===== src/rtl/sqw_pkg.sv =====
// Shared types and widths for the square-wave period/high-time meter.
//   CNT_W         width of the period/high-time counters and result fields
//   meas_state_t  edge-sequencing FSM states
//   meas_res_t    one published measurement {period, high}
//   sat_inc       increment that holds at all-ones instead of wrapping
package sqw_pkg;

  localparam int unsigned CNT_W = 16;

  typedef enum logic [1:0] {
    IDLE = 2'd0,
    HIGH = 2'd1,
    LOW  = 2'd2
  } meas_state_t;

  typedef struct packed {
    logic [CNT_W-1:0] period;
    logic [CNT_W-1:0] high;
  } meas_res_t;

  function automatic logic [CNT_W-1:0] sat_inc(input logic [CNT_W-1:0] v);
    return (v == {CNT_W{1'b1}}) ? v : v + CNT_W'(1);
  endfunction

endpackage


===== src/rtl/square_wave_meter_if.sv =====
// Result port of the square-wave meter: valid/ready with period and high time.
//   res_valid   result held on res_period/res_high
//   res_ready   consumer accepts when res_valid && res_ready
//   res_period  clk cycles between consecutive rising edges
//   res_high    clk cycles the input was high within that period
interface square_wave_meter_if;
  import sqw_pkg::*;

  logic             res_valid;
  logic             res_ready;
  logic [CNT_W-1:0] res_period;
  logic [CNT_W-1:0] res_high;

  modport master (output res_valid, output res_period, output res_high, input res_ready);
  modport slave  (input res_valid, input res_period, input res_high, output res_ready);

endinterface


===== src/rtl/sqw_sync_edge.sv =====
// Synchronises an asynchronous input and flags its rising/falling edges.
//   clk, rst_n  clock and asynchronous active-low reset
//   d_async     asynchronous input
//   level       synchronised level
//   rise, fall  registered one-cycle edge pulses, SYNC_STAGES+1 cycles after the pin
module sqw_sync_edge #(
  parameter int unsigned SYNC_STAGES = 2
) (
  input  logic clk,
  input  logic rst_n,
  input  logic d_async,
  output logic level,
  output logic rise,
  output logic fall
);

  logic [SYNC_STAGES-1:0] sync_q;
  logic                   s_d;

  // Synchroniser chain, delayed copy and registered edge detect.
  always_ff @(posedge clk or negedge rst_n) begin
    if (!rst_n) begin
      sync_q <= '0;
      s_d    <= 1'b0;
      rise   <= 1'b0;
      fall   <= 1'b0;
    end else begin
      sync_q <= {sync_q[SYNC_STAGES-2:0], d_async};
      s_d    <= sync_q[SYNC_STAGES-1];
      rise   <= sync_q[SYNC_STAGES-1] & ~s_d;
      fall   <= ~sync_q[SYNC_STAGES-1] & s_d;
    end
  end

  assign level = sync_q[SYNC_STAGES-1];

endmodule


===== src/rtl/square_wave_meter.sv =====
// Measures period and high time of an asynchronous square wave in clk cycles,
// one result per input period, presented on a valid/ready port.
//   clk, rst_n   clock, asynchronous active-low reset
//   sig_in       asynchronous square wave under measurement
//   res          result port (square_wave_meter_if.master)
//   overrun      sticky: a result was dropped while the previous one was pending
//   no_signal    no sig_in edge for TIMEOUT cycles; cleared by the next rise
//   clr_overrun  single-cycle pulse clearing overrun (a coincident drop wins)
// Build option: define DUTY_EN to implement the high-time counter; otherwise
// res_high is always 0.
module square_wave_meter
  import sqw_pkg::*;
#(
  parameter int unsigned SYNC_STAGES = 2,
  parameter int unsigned TIMEOUT     = 65535
) (
  input  logic                clk,
  input  logic                rst_n,
  input  logic                sig_in,
  square_wave_meter_if.master res,
  output logic                overrun,
  output logic                no_signal,
  input  logic                clr_overrun
);

  localparam logic [CNT_W-1:0] TOUT_MAX = CNT_W'(TIMEOUT);
  localparam logic [CNT_W-1:0] TOUT_M1  = CNT_W'(TIMEOUT - 1);

  logic             rise, fall, any_edge;
  logic             level_unused;
  meas_state_t      state_q, state_d;
  logic [CNT_W-1:0] per_q, per_d;
  logic [CNT_W-1:0] idle_q, idle_d;
  logic             no_sig_d;
  logic             publish;
  meas_res_t        new_res, res_q;
  logic             valid_q;
`ifdef DUTY_EN
  logic [CNT_W-1:0] hi_q, hi_d;
`endif

  sqw_sync_edge #(.SYNC_STAGES(SYNC_STAGES)) u_sync (
    .clk     (clk),
    .rst_n   (rst_n),
    .d_async (sig_in),
    .level   (level_unused),
    .rise    (rise),
    .fall    (fall)
  );

  assign any_edge = rise | fall;

  // Measurement state and counters.
  always_ff @(posedge clk or negedge rst_n) begin
    if (!rst_n) begin
      state_q   <= IDLE;
      per_q     <= '0;
      idle_q    <= '0;
      no_signal <= 1'b0;
`ifdef DUTY_EN
      hi_q      <= '0;
`endif
    end else begin
      state_q   <= state_d;
      per_q     <= per_d;
      idle_q    <= idle_d;
      no_signal <= no_sig_d;
`ifdef DUTY_EN
      hi_q      <= hi_d;
`endif
    end
  end

  // Edge sequencing, timeout and result generation.
  always_comb begin
    state_d  = state_q;
    per_d    = per_q;
    idle_d   = idle_q;
    no_sig_d = no_signal;
    publish  = 1'b0;
    new_res  = '0;
`ifdef DUTY_EN
    hi_d     = hi_q;
`endif

    // idle_cnt parks at TIMEOUT so the timeout fires once per silence.
    if (any_edge) begin
      idle_d = '0;
    end else if (idle_q != TOUT_MAX) begin
      idle_d = idle_q + CNT_W'(1);
    end

    if (!any_edge && (idle_q == TOUT_M1)) begin
      no_sig_d = 1'b1;
      state_d  = IDLE;
      per_d    = '0;
`ifdef DUTY_EN
      hi_d     = '0;
`endif
    end else begin
      unique case (state_q)
        IDLE: begin
          if (rise) begin
            state_d = HIGH;
            per_d   = '0;
`ifdef DUTY_EN
            hi_d    = '0;
`endif
          end
        end
        HIGH: begin
          per_d = sat_inc(per_q);
`ifdef DUTY_EN
          hi_d  = sat_inc(hi_q);
`endif
          if (fall) state_d = LOW;
        end
        LOW: begin
          if (rise) begin
            // The rise cycle itself closes the period, hence the +1.
            publish        = 1'b1;
            new_res.period = sat_inc(per_q);
`ifdef DUTY_EN
            new_res.high   = hi_q;
            hi_d           = '0;
`endif
            per_d          = '0;
            state_d        = HIGH;
          end else begin
            per_d = sat_inc(per_q);
          end
        end
        default: state_d = IDLE;
      endcase
      if (rise) no_sig_d = 1'b0;
    end
  end

  // Output register: load when empty or being drained, else drop and flag.
  always_ff @(posedge clk or negedge rst_n) begin
    if (!rst_n) begin
      valid_q <= 1'b0;
      res_q   <= '0;
      overrun <= 1'b0;
    end else begin
      if (publish && (!valid_q || res.res_ready)) begin
        res_q   <= new_res;
        valid_q <= 1'b1;
      end else if (valid_q && res.res_ready) begin
        valid_q <= 1'b0;
      end
      if (publish && valid_q && !res.res_ready) begin
        overrun <= 1'b1;
      end else if (clr_overrun) begin
        overrun <= 1'b0;
      end
    end
  end

  assign res.res_valid  = valid_q;
  assign res.res_period = res_q.period;
  assign res.res_high   = res_q.high;

endmodule


===== src/flat_wrapper.sv =====
// flat-port wrapper written by rule: the top's interface ports become plain ports
module square_wave_meter_flat import sqw_pkg::*;
#(
  parameter int unsigned SYNC_STAGES = 2,
  parameter int unsigned TIMEOUT     = 65535
)
  (clk, rst_n, sig_in, overrun, no_signal, clr_overrun, res_res_valid, res_res_period, res_res_high, res_res_ready);
  square_wave_meter_if res_i ();
  input  logic clk;
  input  logic rst_n;
  input  logic sig_in;
  output logic overrun;
  output logic no_signal;
  input  logic clr_overrun;
  output wire logic [$bits(res_i.res_valid)-1:0] res_res_valid;
  output wire logic [$bits(res_i.res_period)-1:0] res_res_period;
  output wire logic [$bits(res_i.res_high)-1:0] res_res_high;
  input wire logic [$bits(res_i.res_ready)-1:0] res_res_ready;
  assign res_res_valid = res_i.res_valid;
  assign res_res_period = res_i.res_period;
  assign res_res_high = res_i.res_high;
  assign res_i.res_ready = res_res_ready;
  square_wave_meter #(.SYNC_STAGES(SYNC_STAGES), .TIMEOUT(TIMEOUT)) u_core (.clk(clk), .rst_n(rst_n), .sig_in(sig_in), .res(res_i), .overrun(overrun), .no_signal(no_signal), .clr_overrun(clr_overrun));
endmodule

===== config.mk =====
export PLATFORM = sky130hd
export DESIGN_NAME = square_wave_meter_flat
export DESIGN_NICKNAME = d
export VERILOG_FILES = /design/src/rtl/sqw_pkg.sv /design/src/rtl/square_wave_meter_if.sv /design/src/rtl/sqw_sync_edge.sv /design/src/rtl/square_wave_meter.sv /design/src/flat_wrapper.sv
export SDC_FILE = /design/constraint.sdc
export NUM_CORES = 1
export LEC_CHECK = 0
export CORE_ASPECT_RATIO = 1.25
export CORE_MARGIN = 5
export CORE_UTILIZATION = 50
export DETAILED_ROUTE_END_ITERATION = 10
export PLACE_DENSITY = 0.76
export SYNTH_ARGS = -nofsm -noshare
export SYNTH_HDL_FRONTEND = slang
export SYNTH_SLANG_ARGS = --single-unit

===== constraint.sdc =====
create_clock -name clk -period 1.8 [get_ports clk]
set_input_delay 0.36 -clock clk [delete_from_list [all_inputs] [get_ports clk]]
set_output_delay 0.36 -clock clk [all_outputs]
set_load 0.02 [all_outputs]

==> reports/metrics.yaml <==
status: "finished, final reports clean"
maxCapViolations: 0
dieArea_sq_mm: 0.00829
worstSetupEndpointType: "register"
ys_async_sr_fraction_pct: 100
fin_skew_ps: 12.7
grt_pass1_wl_um: 12400
cts.path.max_buffers: 2
portBuffers: 23
synth_ff_type: "dfrtp_1"
dpl-instance-area_sq_mm: 0.00368
insertion_delay_ps: 360
drive_gt1_share_pct: 18.6
dp_hpwl_um: 5200
vias: 2799
first_pass_iters: 4
clkSinkCount: 58
yosys_warnings: 0
boundaryPins: 40
cts_tree: "done"
worstSetupPathType: "register to register"
syn_area_per_cell_sq_um: 9.29
final_util_pct: 62.7
cts_root_buf: "clkbuf_8"
finalCritPeriodShare_pct: 96.0
antenna_left: 0
synth.largest_area_cell: "dfrtp_1"
htree_levels: 3
crit_fanout: 5
ys_ff_latch: 58
grt_max_degree: 33
holdCritPathClass: "register to register"
drcViolationCount: 0
synth_area_leaders: "dfrtp_1, buf_4, nand2_1"
clkTransAtPathRegs_ps: 70
final_cell_mix: "dfrtp_1, nand2_1, buf_4"
drt-total-wl_um: 7580
die_w_um: 82.4
vdd_drop_max_mv: 0.746
worstPathArrival_ps: 1970
design_area_sq_mm: 0.00407
cp-start-kind: "register"
fmax_ghz: 0.579
insertedDiodeCount: 0
antenna_found_initial: 0
synth-seq-area-share_pct: 44.3
final_common_cell: "dfrtp_1"
slew_violations: 0
rrSetupSlack_ps: 70
cts_inserted_buffers: 9
setup_viol: 0
place_congestion: 1.00
fin_crit_ps: 1730
via_per_inst: 5.64
synth-edff-count: 0
synth_top_area_share_pct: 44.3
row_count: 33
core_area_sq_mm: 0.00648
syn_inst: 353
grt_pass1_vias: 2667
grt.total_usage_pct: 19.6
cp.required_ps: 2040
gr-total-overflow: 0
power_density_mw_per_mm2: 1020
leakage_nw: 1.78
first_iter_violations: 178
die_height_um: 101
post_synth_num_cell_types: 52
finalHoldViolCount: 0
syn_area_sq_mm: 0.00328
nets: 416
area_growth_pct: 24.1
wl_per_cell_um: 15.3
start_util_pct: 50.6
## power breakdown
group	switching [mW]	total (mW)	internal, mW
Clock	0.565	1.52	0.959
Sequential	0.0661	1.46	1.39
Combinational	0.681	1.18	0.496
## cells by family after synthesis
kind of cell / share of synthesized area (%)
and+or+nand+nor: 23.4
DFF: 44.3
adders and majority gates: 2.67
other: 0.114
muxes: 1.22
AOI/OAI and AO/OA: 16.1
xor gates and xnor gates: 4.27
buffers and inverters: 7.90
## per-stage QoR
step / hold WS [ps] / TNS (ps) / std cells / power [mW] / setup WS [ps]
after CTS: 355 / 0 / 489 / 4.05 / 6.10
after global placement: 325 / 0 / 470 / 2.45 / 40.1
after detailed placement: 331 / -111 / 470 / 2.49 / -37.4
after floorplan: 64.4 / 0 / 368 / 2.16 / 71.5
after global routing: 369 / -1.65 / 496 / 4.34 / -1.65
final: 353 / 0 / 496 / 4.16 / 71.9
## worst max-delay path: stages (launching register included)
cell and delay, ps:
dfrtp_1 430, and3_4 260, nand4_4 120, o311a_1 410, a2111oi_2 390
## area by class of cell
class | instances | area [sq um]
Clock buffer | 10 | 138
Clock inverter | 6 | 114
Fill cell | 539 | 2410
Inverter | 8 | 30.0
Multi-Input combinational cell | 267 | 1680
Sequential cell | 58 | 1450
Tap cell | 87 | 109
Timing Repair Buffer | 60 | 541
## worst paths after layout
path                                                   endpoint                         startpoint  depth (start not counted)
max                                 u_core.per_q[2]$_DFFE_PN0P_        u_core.per_q[6]$_DFFE_PN0P_                          4
min reg2reg                   u_core.u_sync.sync_q[1]$_DFF_PN0_  u_core.u_sync.sync_q[0]$_DFF_PN0_                          0
max in group asynchronous          u_core.idle_q[6]$_DFFE_PN0P_                              rst_n                          3
min                           u_core.u_sync.sync_q[1]$_DFF_PN0_  u_core.u_sync.sync_q[0]$_DFF_PN0_                          0
min in group asynchronous  u_core.res.res_period[2]$_DFFE_PN0P_                              rst_n                          2
max reg2reg                         u_core.per_q[2]$_DFFE_PN0P_        u_core.per_q[6]$_DFFE_PN0P_                          4
## registers in the layout (all words and copies together), names as in the netlist
name / flops
u_core.state_q: 2
u_core.u_sync.sync_q: 2
u_core.u_sync.rise: 1
u_core.overrun: 1
u_core.no_signal: 1
u_core.u_sync.fall: 1
u_core.idle_q: 16
u_core.res.res_period: 16
u_core.res.res_valid: 1
u_core.per_q: 16
u_core.u_sync.s_d: 1
## layer usage
metal | global-route usage [%] | wire length [um] | vias up
li1 | - | - | 1335
met5 | 0 | 0 | -
met1 | 23.5 | 3060 | 1352
met2 | 32.4 | 3930 | 86
met4 | 10.9 | 265 | 0
met3 | 3.76 | 331 | 26
## Yosys cell counts (all sizes together) (2+ instances only)
master and number:
dfrtp 58, nand2 37, buf 30, nor2 29, o21ai 23, a21oi 18
nor3 18, nand4 14, nand3 13, and3 8, inv 8, xnor2 8
xor2 8, a211oi 7, ha 7, o31ai 7, nor2b 6, clkbuf 5
a31oi 4, a41oi 4, and4 4, mux2i 4, nand2b 4, o211a 4
and2 3, a21o 2, nor3b 2, nor4 2, o211ai 2, o22ai 2
o31a 2
## what timing repair did
action                                  CTS  global route
hold buffers                              1             0
endpoints found under the setup margin    6            22
hold endpoints to repair                 17             0
pin swaps                                 0             5
resized for setup                         1            19
setup buffers                             2             6
cloned                                    0             1
Power figures use the tool's default switching activity.
